[config.mk]
export PLATFORM = sky130hd
export DESIGN_NAME = ysyx_23060332_ctrl
export DESIGN_NICKNAME = d
export VERILOG_FILES = /design/src/rtl/ysyx_23060332_ctrl.sv
export SDC_FILE = /design/constraint.sdc
export NUM_CORES = 1
export LEC_CHECK = 0
export ABC_AREA = 1
export CAP_MARGIN = 0
export CORE_UTILIZATION = 47
export DETAILED_ROUTE_END_ITERATION = 7
export PLACE_DENSITY = 0.8
export SYNTH_ARGS = -nofsm -noshare
export SYNTH_HDL_FRONTEND = slang
export SYNTH_SLANG_ARGS = --single-unit
[constraint.sdc]
create_clock -name clk -period 6.5 [get_ports clk]
set_clock_uncertainty 0.05 [all_clocks]
set_input_delay 0.975 -clock clk [delete_from_list [all_inputs] [get_ports clk]]
set_output_delay 0.975 -clock clk [all_outputs]
set_load 0.02 [all_outputs]
[src/rtl/ysyx_23060332_ctrl.sv]
// ysyx_23060332_ctrl: multi-cycle sequencing controller for the NPC core.
// Owns pc and the instruction latch, walks each instruction through
// FETCH -> DECODE -> EXEC -> [MEM] -> WB, drives the fetch and load/store
// handshakes, gates register-file writes to WB and halts on trap,
// misaligned next pc or a watchdog expiry while waiting for memory.
module ysyx_23060332_ctrl #(
    parameter logic [31:0] RESET_PC = 32'h8000_0000,
    parameter int          TIMEOUT  = 1024
) (
    input  logic        clk,
    input  logic        rst,
    output logic        ifu_req_valid,
    output logic [31:0] ifu_req_addr,
    input  logic        ifu_rsp_valid,
    input  logic [31:0] ifu_rsp_inst,
    output logic [31:0] inst_o,
    output logic [31:0] pc,
    input  logic        dec_reg_wen,
    input  logic        dec_is_load,
    input  logic        dec_is_store,
    input  logic        dec_trap,
    input  logic [31:0] exu_next_pc,
    output logic        lsu_req_valid,
    input  logic        lsu_rsp_valid,
    output logic        rf_wen,
    output logic        halted,
    output logic        timeout,
    output logic        misalign,
    output logic [31:0] cycle_cnt,
    output logic [31:0] instret
);

    // Wait counter only needs to reach TIMEOUT-1 (TIMEOUT >= 2).
    localparam int            WW       = $clog2(TIMEOUT);
    localparam logic [WW-1:0] WAIT_MAX = WW'(TIMEOUT - 1);
    localparam logic [WW-1:0] WAIT_ONE = WW'(1);
    localparam logic [31:0]   NOP_INST = 32'h0000_0013;

    typedef enum logic [2:0] {
        S_FETCH  = 3'd0,
        S_DECODE = 3'd1,
        S_EXEC   = 3'd2,
        S_MEM    = 3'd3,
        S_WB     = 3'd4,
        S_HALT   = 3'd5
    } state_e;

    state_e        state_q,    state_d;
    logic [31:0]   pc_q,       pc_d;
    logic [31:0]   inst_q,     inst_d;
    logic [WW-1:0] wait_q,     wait_d;
    logic [31:0]   cycle_q,    cycle_d;
    logic [31:0]   instret_q,  instret_d;
    logic          halted_q,   halted_d;
    logic          timeout_q,  timeout_d;
    logic          misalign_q, misalign_d;

    logic          npc_aligned_s;

    assign npc_aligned_s = (exu_next_pc[1:0] == 2'b00);

    // Next-state and datapath-register update rules for every state.
    always_comb begin
        state_d    = state_q;
        pc_d       = pc_q;
        inst_d     = inst_q;
        wait_d     = wait_q;
        instret_d  = instret_q;
        halted_d   = halted_q;
        timeout_d  = timeout_q;
        misalign_d = misalign_q;

        case (state_q)
            S_FETCH: begin
                if (ifu_rsp_valid) begin
                    // A response in the watchdog's last cycle still wins.
                    inst_d  = ifu_rsp_inst;
                    wait_d  = '0;
                    state_d = S_DECODE;
                end else if (wait_q == WAIT_MAX) begin
                    timeout_d = 1'b1;
                    halted_d  = 1'b1;
                    state_d   = S_HALT;
                end else begin
                    wait_d = wait_q + WAIT_ONE;
                end
            end
            S_DECODE: begin
                if (dec_trap) begin
                    halted_d = 1'b1;
                    state_d  = S_HALT;
                end else begin
                    state_d = S_EXEC;
                end
            end
            S_EXEC: begin
                if (dec_is_load || dec_is_store) begin
                    wait_d  = '0;
                    state_d = S_MEM;
                end else begin
                    state_d = S_WB;
                end
            end
            S_MEM: begin
                if (lsu_rsp_valid) begin
                    wait_d  = '0;
                    state_d = S_WB;
                end else if (wait_q == WAIT_MAX) begin
                    timeout_d = 1'b1;
                    halted_d  = 1'b1;
                    state_d   = S_HALT;
                end else begin
                    wait_d = wait_q + WAIT_ONE;
                end
            end
            S_WB: begin
                if (npc_aligned_s) begin
                    pc_d      = exu_next_pc;
                    instret_d = instret_q + 32'd1;
                    wait_d    = '0;
                    state_d   = S_FETCH;
                end else begin
                    // Misaligned target: keep pc at the faulting instruction.
                    misalign_d = 1'b1;
                    halted_d   = 1'b1;
                    state_d    = S_HALT;
                end
            end
            S_HALT: begin
                state_d = S_HALT;
            end
            default: begin
                // Unreachable encoding: park safely.
                halted_d = 1'b1;
                state_d  = S_HALT;
            end
        endcase
    end

    // Cycle counter runs in every non-halted cycle and wraps naturally.
    always_comb begin
        if (state_q != S_HALT) begin
            cycle_d = cycle_q + 32'd1;
        end else begin
            cycle_d = cycle_q;
        end
    end

    // Single state register bank: all controller state moves on the rising edge.
    always_ff @(posedge clk or posedge rst) begin
        if (rst) begin
            state_q    <= S_FETCH;
            pc_q       <= RESET_PC;
            inst_q     <= NOP_INST;
            wait_q     <= '0;
            cycle_q    <= 32'd0;
            instret_q  <= 32'd0;
            halted_q   <= 1'b0;
            timeout_q  <= 1'b0;
            misalign_q <= 1'b0;
        end else begin
            state_q    <= state_d;
            pc_q       <= pc_d;
            inst_q     <= inst_d;
            wait_q     <= wait_d;
            cycle_q    <= cycle_d;
            instret_q  <= instret_d;
            halted_q   <= halted_d;
            timeout_q  <= timeout_d;
            misalign_q <= misalign_d;
        end
    end

    // Strobes decode from state; rst masks them since state_q reads FETCH in reset.
    assign ifu_req_valid = ~rst & (state_q == S_FETCH);
    assign lsu_req_valid = ~rst & (state_q == S_MEM);
    assign rf_wen        = ~rst & (state_q == S_WB) & npc_aligned_s
                           & dec_reg_wen & ~dec_is_store;

    assign ifu_req_addr = pc_q;
    assign pc           = pc_q;
    assign inst_o       = inst_q;
    assign cycle_cnt    = cycle_q;
    assign instret      = instret_q;
    assign halted       = halted_q;
    assign timeout      = timeout_q;
    assign misalign     = misalign_q;

endmodule

**Word-level counts from Yosys, hierarchy flattened**

Cells that the tools add are included.

- Add/subtract/negate cells: 3
- $mul: 0
- Divide/modulo/power cells: 0
- Order comparisons: 0
- Equality and inequality tests: 13
- Shift operators: 0
- Muxes and demuxes: 23
- Bitwise gates (word level): 10
- Reductions and logical operators: 12

Operator list:

| kind | count |
|---|---|
| $add 32x1->32 const B | 2 |
| $mux 10 | 5 |
| $pmux 10 s4 | 1 |
| $mux 3 | 6 |
| $pmux 3 s5 | 1 |
| $ne 2x2->1 const B | 6 |
| $add 10x1->10 const B | 1 |
| $eq 10x10->1 const B | 1 |
| $mux 1 | 8 |
| $and 1x1->1 | 6 |
| $eq 3x2->1 const B | 2 |
| $eq 3x3->1 const B | 2 |
| $reduce_and 2->1 | 3 |
| $reduce_and 3->1 | 2 |
| $pmux 1 s5 | 1 |
| $reduce_and 5->1 | 1 |
| $not 1->1 | 4 |
| $reduce_bool 4->1 | 1 |
| $eq 3x1->1 const B | 1 |
| $logic_not 3->1 | 1 |
| $ne 3x3->1 const B | 1 |
| $logic_not 2->1 | 1 |
| $pmux 1 s2 | 1 |
| $reduce_bool 2->1 | 1 |
| other kinds (2) | 2 |

- Register bits after elaboration: 144
- Latch bits: 0
- Bits in writable memories: 0
- Bits in read-only memories: 0
- Bits of input ports: 72
- Output and inout bits: 166
- Word-level logic and storage cells: 70
- Memories: 0

**Longest topological paths before layout**

Gate-level depths: netlist of the first run.

- Depth after elaboration: 5
- Depth in mapped cells: 11
- Mapped depth without buffers: 10

**Worst setup path after synthesis of the first run**

OpenSTA, ideal clock, no wires.

- Kind: input -> output
- Start: input port exu_next_pc[0]
- End: output port rf_wen
- Arrival time: 2076 ps
- Required time: 5475 ps
- Slack: 3399 ps
- Stages: 4
- Buffers on the path: 1
- Cell sequence: inv_1 > nand4_4 > buf_2 > nor4_1

- Word-level cells in the longest chain between the ends: 4

RTL lines:

| item | RTL line | RTL |
|---|---|---|
| from (decl) | 22 | `input logic [31:0] exu_next_pc,` |
| $logic_not 2->1 | 60 | `assign npc_aligned_s = (exu_next_pc[1:0] == 2'b00);` |
| $and 1x1->1 | 177 | `assign rf_wen = ~rst & (state_q == S_WB) & npc_aligned_s` |
| $and 1x1->1 (2 in a row) | 178 | `& dec_reg_wen & ~dec_is_store;` |
| to (decl) | 25 | `output logic rf_wen,` |

Every way passes these cells.

**Worst setup path in the final report of the first run**

Same ends and word-level chain as after synthesis.

==> reports/summary.txt, run 1 <==
================================================================================
Worst ir drop on vdd                                                    0.252 mV
Vert. Die Dim                                                             126 µm
Total routing usage reported by global routing                             0.240
Worst Min Path Start                                                inst_o[1]$_DFFE_PP1P_
Clock transition at path regs                                            0.06 ns
Wire length per cell                                                     13.9 µm
Count of max-cap constraint violations                                         0
Routability-driven placement congestion ratio                              0.849
Data required, critical path                                             5.47 ns
Final critical-path share of the clock period                              0.599
CTS root buffer                                                     sky130_fd_sc_hd__clkbuf_16
Cell type of the slowest stage on the worst timing path             sky130_fd_sc_hd__clkdlybuf4s50_1
Design internal power                                                  0.00256 W
Fraction of synthesized cell area taken by the top area cell type          0.483
GR met1 Demand/Resource                                                    0.279
Critical setup path kind                                               in -> out
Sequential-to-total area share from yosys stat                             0.498
Via-to-Cell Ratio                                                           4.98
Core box area                                                          15100 µm²
Instance count along the most critical hold path                               2
Remaining antenna violation count                                              0
Total power per unit cell area                                        401 nW/µm²
Cell type with the highest occurrence count on the critical path    sky130_fd_sc_hd__clkdlybuf4s50_1
Pwr Total                                                              0.00408 W
Final worst path period need                                             3.89 ns
Number of sinks on the clock net                                             144
Buffer depth of the longest clock path                                         2
Post-CTS setup buffer count                                                    0
Outcome                                                             finished with violations
Capturing element type of the critical path                          output port
Residual DRC                                                                   2
Timing-limited maximum frequency                                       0.257 GHz
Aggregate routed wire length                                             18.3 mm
Reg2reg end                                                         instret[4]$_DFFE_PP0P_
Io pins                                                                      238
Number of failing setup endpoints in the final timing report                   0
Most area-consuming cells after synthesis                           sky130_fd_sc_hd__dfrtp_1 48%, sky130_fd_sc_hd__nand2_1 20%, sky130_fd_sc_hd__nor2_1 4.2%, sky130_fd_sc_hd__buf_4 3.4%, sky130_fd_sc_hd__inv_1 3.4%
Classification of the worst-slack hold path                           reg -> reg
Final Slew Violations                                                          0
Number of buffers added by the clock tree synthesis step                      17
Clock insertion delay at the later pin of the skew report                0.42 ns
Maximum number of pins on one net before global-route repair                  96
Startpoint class of the critical path                                 input port
NumNets Final                                                               1195
Largest fanout on the critical path                                           43
Largest incremental delay on the critical path                           0.68 ns
Synthesized instance count                                                   910
Worst hold margin                                                       0.411 ns
Drt initial violations                                                       421
Total negative setup slack                                                  0 ns
Switching Fraction                                                         0.373
Transition time at the pin with the least slew margin                   0.844 ns
First-pass GRT wire length                                               30.0 mm
Endpoint of the worst hold path                                     inst_o[1]$_DFFE_PP1P_
Total nets after synthesis                                                   985
Sum of overflow across all layers after global routing                         0
Antenna fix cells                                                              0
Flip-flop and latch count after synthesis                                    144
Clock tree from TritonCTS                                                  built
Number of global-route vias before repair                                   6188
Global-route met3 utilization                                             0.0501
Hold buffer count at cts                                                       0
Relative contribution of combinational cells to total power                0.412
Relative contribution of the clock network to total power                  0.254
GR peak layer                                                               met2
Post-DP HPWL                                                             13.3 mm
Area of the die                                                        15900 µm²
Series of cell instances along the critical path                    clkdlybuf4s50_1, inv_1, nand4_4, buf_4, nor4_1, clkdlybuf4s50_1
Reported leakage power                                                   4.81 nW
Layout Utilization                                                         0.673
Setup slack of the most critical reg-to-reg path                         4.28 ns
Layout overhead on the synthesized area                                    40.5%
Reported net switching power                                           0.00152 W
Initial core utilization                                                   0.479
Unique masters post-synth                                                     36
DRT Pass-1 Iters                                                               7
Width of the chip                                                         126 µm
Startpoint of the most critical register-to-register path           state_q[1]$_DFF_PP0_
Number of vias after detailed routing                                       6584
Share of post-route cells with drive strength above 1                     0.0706
Sequential power share                                                     0.334
Yosys Warn Count                                                               0
Worst Path Arrival                                                       2.87 ns
Violations in the final reports                                              DRC
Post-Synthesis Mean Instance Area                                       7.97 µm²
Biggest area consumer among synthesized cells                       sky130_fd_sc_hd__dfrtp_1
Fraction of met2 tracks used by global routing                             0.423
Depth of the worst register-to-register path                                   6
Antenna violations before repair                                               0
Total count of hold-check failures in the final report                         0
Area of the mapped netlist                                              7250 µm²
Headroom to the max-slew limit                                             0.437
Cell Rows                                                                     45
CTS H-tree lvls                                                                4
Unrepaired setup endpoints after global routing                            false
Post-cts resize count                                                          0
Buffers on Ports                                                             237
================================================================================
==> cell families (layout without fill, tap and decap cells) <==
family,after synthesis,in the layout,share of synthesized area
AO/OA/AOI/OAI,21,21,0.0154
XOR/XNOR,43,43,0.0520
adder cells (fa/ha/maj),3,3,0.00518
buffers and inverters,120,343,0.0825
flip-flops,144,144,0.498
AND/OR/NAND/NOR,579,579,0.347
==> worst max-delay path by stage <==
stage	from	to	slack, ns	depth (start not counted)
2_1_floorplan	rst	cycle_cnt[0]$_DFFE_PP0P_	1.62	1
3_3_place_gp	exu_next_pc[0]	rf_wen	2.69	6
3_5_place_dp	exu_next_pc[0]	rf_wen	2.61	6
4_1_cts	exu_next_pc[0]	rf_wen	2.62	6
5_1_grt	exu_next_pc[0]	rf_wen	2.48	6
6_report	exu_next_pc[0]	rf_wen	2.61	6
==> power by group through the flow <==
stage	Clock [W]	Sequential, W	Combinational (W)
2_1_floorplan	0	0.00162	0.000748
3_3_place_gp	0	0.00137	0.00166
3_5_place_dp	0	0.00138	0.00169
4_1_cts	0.00106	0.00137	0.00170
5_1_grt	0.00110	0.00140	0.00181
6_report	0.00104	0.00136	0.00168
==> critical path, delay by kind of cell <==
kind                   cells  cell delay [ns]
and+or+nand+nor            2             0.36
buffers and inverters      4             1.49
==> per-layer routing <==
metal  vias to the layer above  part of all wire
met5                         -                 0
met4                         0             0.030
met3                        44             0.046
met2                       220              0.51
met1                      3094              0.41
li1                       3226                 -
==> cell usage in the layout (no fill, tap or decap), types with 4 or more instances in the layout <==
cell type	netlist	final
sky130_fd_sc_hd__nor2_2	14	14
sky130_fd_sc_hd__nand4_1	13	13
sky130_fd_sc_hd__xnor2_1	16	16
sky130_fd_sc_hd__nor2_1	82	82
sky130_fd_sc_hd__clkdlybuf4s50_1	0	237
sky130_fd_sc_hd__xor2_1	27	27
sky130_fd_sc_hd__nand2_1	381	381
sky130_fd_sc_hd__clkinvlp_4	0	4
sky130_fd_sc_hd__bufinv_16	0	4
sky130_fd_sc_hd__o21ai_0	9	9
sky130_fd_sc_hd__inv_6	0	4
sky130_fd_sc_hd__clkbuf_16	0	17
sky130_fd_sc_hd__inv_2	5	5
sky130_fd_sc_hd__a21oi_1	6	6
sky130_fd_sc_hd__nand3_1	44	44
sky130_fd_sc_hd__nor2_4	6	6
sky130_fd_sc_hd__dfrtp_1	140	140
sky130_fd_sc_hd__dfstp_2	4	4
sky130_fd_sc_hd__nand2_2	6	6
sky130_fd_sc_hd__inv_1	66	65
sky130_fd_sc_hd__nand3b_1	16	16
sky130_fd_sc_hd__nor3_1	4	4
==> metrics by stage <==
stage | std cells | instance area (µm²) | worst slack [ns]
floorplan | 910 | 7250 | 1.62
global placement | 1289 | 9550 | 2.69
detailed placement | 1289 | 9550 | 2.61
CTS | 1321 | 10200 | 2.62
global route | 1321 | 10200 | 2.48
finish | 1321 | 10200 | 2.61
==> final cells by class <==
class | instances | area (µm²)
sequential | 144 | 3610
inverter | 71 | 272
clock buffer | 17 | 425
tap | 188 | 235
timing repair buffer | 240 | 2390
multi-input combinational | 646 | 3040
clock inverter | 15 | 208
fill | 1215 | 4960
==> flip-flops by register name, summed over array words and instances, names as in the netlist <==
register / cells
cycle_cnt: 32
halted: 1
ifu_req_addr: 32
inst_o: 32
instret: 32
misalign: 1
state_q: 3
timeout: 1
wait_q: 10
==> cell usage after synthesis, drive strengths merged <==
cell,n
dfstp,4
buf,47
nand2,387
xor2,27
a21oi,6
nand3b,17
nor2,102
nor3b,1
ha,3
xnor2,16
o211ai,1
dfrtp,140
and2,1
nand4,16
nor4,2
a21o,1
o21ai,12
inv,71
clkbuf,2
nand3,46
or2,1
nor3,6
a31oi,1
Power figures use the tool's default switching activity.
==> inputs of run 2 (changes only) <==
==> constraint.sdc (replaced) <==
create_clock -name clk -period 4.1 [get_ports clk]
set_clock_uncertainty 0.05 [all_clocks]
set_input_delay 0.615 -clock clk [delete_from_list [all_inputs] [get_ports clk]]
set_output_delay 0.615 -clock clk [all_outputs]
set_load 0.02 [all_outputs]
==> run 2 against run 1 <==
Net effect:
- power increased by 57%
- clock power increased by 50%
- largest power group unchanged
- sequential power increased by 61%
- first-iteration DRC count increased by 20%
- design area decreased by 0.20%
- worst hold slack got worse by 0.0033 ns
- the flow now finishes without violations
- highest routed layer unchanged
- final cell count unchanged
==> reports/summary.txt, run 2 (synthesis gave the netlist of run 1 again) <==
===========================================================================
Width of the chip                                                    126 µm   unchanged
Clock tree from TritonCTS                                             built
Buffers on Ports                                                        237   unchanged
Relative contribution of combinational cells to total power           0.416   +0.004
Io pins                                                                 238   unchanged
Startpoint class of the critical path                              register
Maximum number of pins on one net before global-route repair             97   +1.0%
Critical setup path kind                                         reg -> out
Number of sinks on the clock net                                        144   unchanged
Reported net switching power                                      0.00241 W   +58%
Total negative setup slack                                             0 ns   unchanged
Layout overhead on the synthesized area                               40.2%
Remaining antenna violation count                                         0   unchanged
Number of global-route vias before repair                              6165   -0.37%
Final worst path period need                                        2.88 ns
Post-cts resize count                                                     0   unchanged
Total count of hold-check failures in the final report                    0   unchanged
Number of failing setup endpoints in the final timing report              0   unchanged
Antenna violations before repair                                          0   unchanged
Hold buffer count at cts                                                  0   unchanged
Layout Utilization                                                    0.671   -0.00132
Antenna fix cells                                                         0   unchanged
Number of buffers added by the clock tree synthesis step                 17   unchanged
First-pass GRT wire length                                          30.4 mm   +1.3%
Vert. Die Dim                                                        126 µm   unchanged
Drt initial violations                                                  506   +20%
CTS H-tree lvls                                                           4   unchanged
Layout filler cell count                                               1243   +2.3%
Design internal power                                             0.00399 W   +56%
Total routing usage reported by global routing                        0.242   +0.00227
Startpoint of the most critical register-to-register path      state_q[1]$_DFF_PP0_
Outcome                                                           completed
Depth of the worst register-to-register path                              6   unchanged
Count of max-cap constraint violations                                    0   unchanged
Most frequent cells in the layout                              381 x sky130_fd_sc_hd__nand2_1, 237 x sky130_fd_sc_hd__clkdlybuf4s50_1, 140 x sky130_fd_sc_hd__dfrtp_1
Initial core utilization                                              0.479   unchanged
Clock insertion delay at the later pin of the skew report           0.42 ns   about the same
Relative contribution of the clock network to total power             0.243   -0.011
Area of the die                                                   15900 µm²   unchanged
Pwr Total                                                         0.00640 W   +57%
Total power per unit cell area                                   630 nW/µm²   +57%
CTS root buffer                                                sky130_fd_sc_hd__clkbuf_16
Final Slew Violations                                                     0   unchanged
Residual DRC                                                              0   -2
Cell Rows                                                                45   unchanged
Area of placed instances                                           9570 µm²   +0.20%
Aggregate routed wire length                                        18.3 mm   about the same
Endpoint of the worst hold path                                timeout$_DFFE_PP0P_
Reported leakage power                                              4.79 nW   -0.27%
Wire length per cell                                                13.9 µm   about the same
Headroom to the max-slew limit                                        0.522   +0.0845
Data required, critical path                                        3.43 ns   -2.04 ns
Post-CTS setup buffer count                                               0   unchanged
Routability-driven placement congestion ratio                         0.839   -1.1%
Final standard cell area without fillers                          10200 µm²   -0.20%
Core box area                                                     15100 µm²   unchanged
Instance count along the most critical hold path                          1   -1
Number of vias after detailed routing                                  6485   -1.5%
Worst Min Path Start                                           timeout$_DFFE_PP0P_
DRT Pass-1 Iters                                                          4   -3
Timing-limited maximum frequency                                  0.347 GHz
Buffer depth of the longest clock path                                    2   unchanged
Capturing element type of the critical path                     output port
NumNets Final                                                          1196   +0.084%
Final critical-path share of the clock period                         0.702
Worst ir drop on vdd                                               0.431 mV   +71%
Largest fanout on the critical path                                       9   -79%
Reg2reg end                                                    instret[2]$_DFFE_PP0P_
Transition time at the pin with the least slew margin              0.717 ns   -0.128 ns
Share of post-route cells with drive strength above 1                0.0697   -0.000883
Unrepaired setup endpoints after global routing                       false
Post-DP HPWL                                                        13.4 mm   +1.4%
Switching Fraction                                                    0.377   +0.00393
Sum of overflow across all layers after global routing                    0   unchanged
Worst Path Arrival                                                  2.21 ns   -0.66 ns
Via-to-Cell Ratio                                                      4.91   -1.5%
Commonest non-fill, non-tap cell in the layout                 sky130_fd_sc_hd__nand2_1
Sequential power share                                                0.341   +0.007
Clock transition at path regs                                       0.06 ns   about the same
Classification of the worst-slack hold path                      reg -> reg
Setup slack of the most critical reg-to-reg path                    1.83 ns   -2.45 ns
===========================================================================
[run 2: changes by cell type in the layout (fill, tap and decap cells not counted)]
| cell | change |
|---|---|
| sky130_fd_sc_hd__clkinv_2 | +1 |
| sky130_fd_sc_hd__clkbuf_1 | +1 |
| sky130_fd_sc_hd__clkinvlp_4 | +1 |
| sky130_fd_sc_hd__buf_12 | +1 |
| sky130_fd_sc_hd__inv_6 | -3 |
| sky130_fd_sc_hd__bufinv_16 | -1 |
[run 2: worst max-delay path: stages, from the launching register on]
cell                              delay (ns)
sky130_fd_sc_hd__dfrtp_1                0.55
sky130_fd_sc_hd__inv_2                  0.15
sky130_fd_sc_hd__nand2_2                0.10
sky130_fd_sc_hd__nor2_4                 0.17
sky130_fd_sc_hd__inv_1                  0.09
sky130_fd_sc_hd__nor2_1                 0.09
sky130_fd_sc_hd__clkdlybuf4s50_1        0.65
[run 2: worst max-delay path by stage]
stage | start | endpoint | slack [ns]
2_1_floorplan | rst | cycle_cnt[0]$_DFFE_PP0P_ | 1.63
3_3_place_gp | exu_next_pc[0] | rf_wen | 1.29
3_5_place_dp | exu_next_pc[1] | rf_wen | 1.29
4_1_cts | state_q[2]$_DFF_PP0_ | lsu_req_valid | 1.22
5_1_grt | state_q[2]$_DFF_PP0_ | lsu_req_valid | 1.15
6_report | state_q[2]$_DFF_PP0_ | lsu_req_valid | 1.22
[run 2: cell type report]
cell class                 instances  area, µm²  share of cell area
sequential                       144       3610               0.355
multi-input combinational        646       3040               0.299
timing repair buffer             241       2410               0.238
clock buffer                      18        429              0.0422
inverter                          71        270              0.0266
tap                              188        235              0.0231
clock inverter                    13        165              0.0162
[run 2: power groups by stage]
| stage | sequential [W] | clock [W] | combinational, W |
|---|---|---|---|
| floorplan | 0.00257 | 0 | 0.00119 |
| CTS | 0.00219 | 0.00158 | 0.00269 |
| finish | 0.00219 | 0.00156 | 0.00266 |
| global route | 0.00224 | 0.00165 | 0.00287 |
| global placement | 0.00220 | 0 | 0.00263 |
| detailed placement | 0.00221 | 0 | 0.00267 |
[run 2: through the flow]
step / instances / setup WS, ns / hold WS (ns)
after floorplan: 910 / 1.63 / 0.445
after global placement: 1290 / 1.29 / 0.391
after detailed placement: 1290 / 1.29 / 0.399
final: 1321 / 1.22 / 0.407
after global routing: 1321 / 1.15 / 0.419
after CTS: 1321 / 1.22 / 0.411
[run 2: metal layers]
metal,vias up,share of wire,GRT usage,wire length (µm)
li1,3219,-,-,-
met1,3029,0.41,0.286,7530
met2,205,0.52,0.432,9490
met3,32,0.046,0.0438,835
met4,0,0.026,0.101,471
met5,-,0,0,0
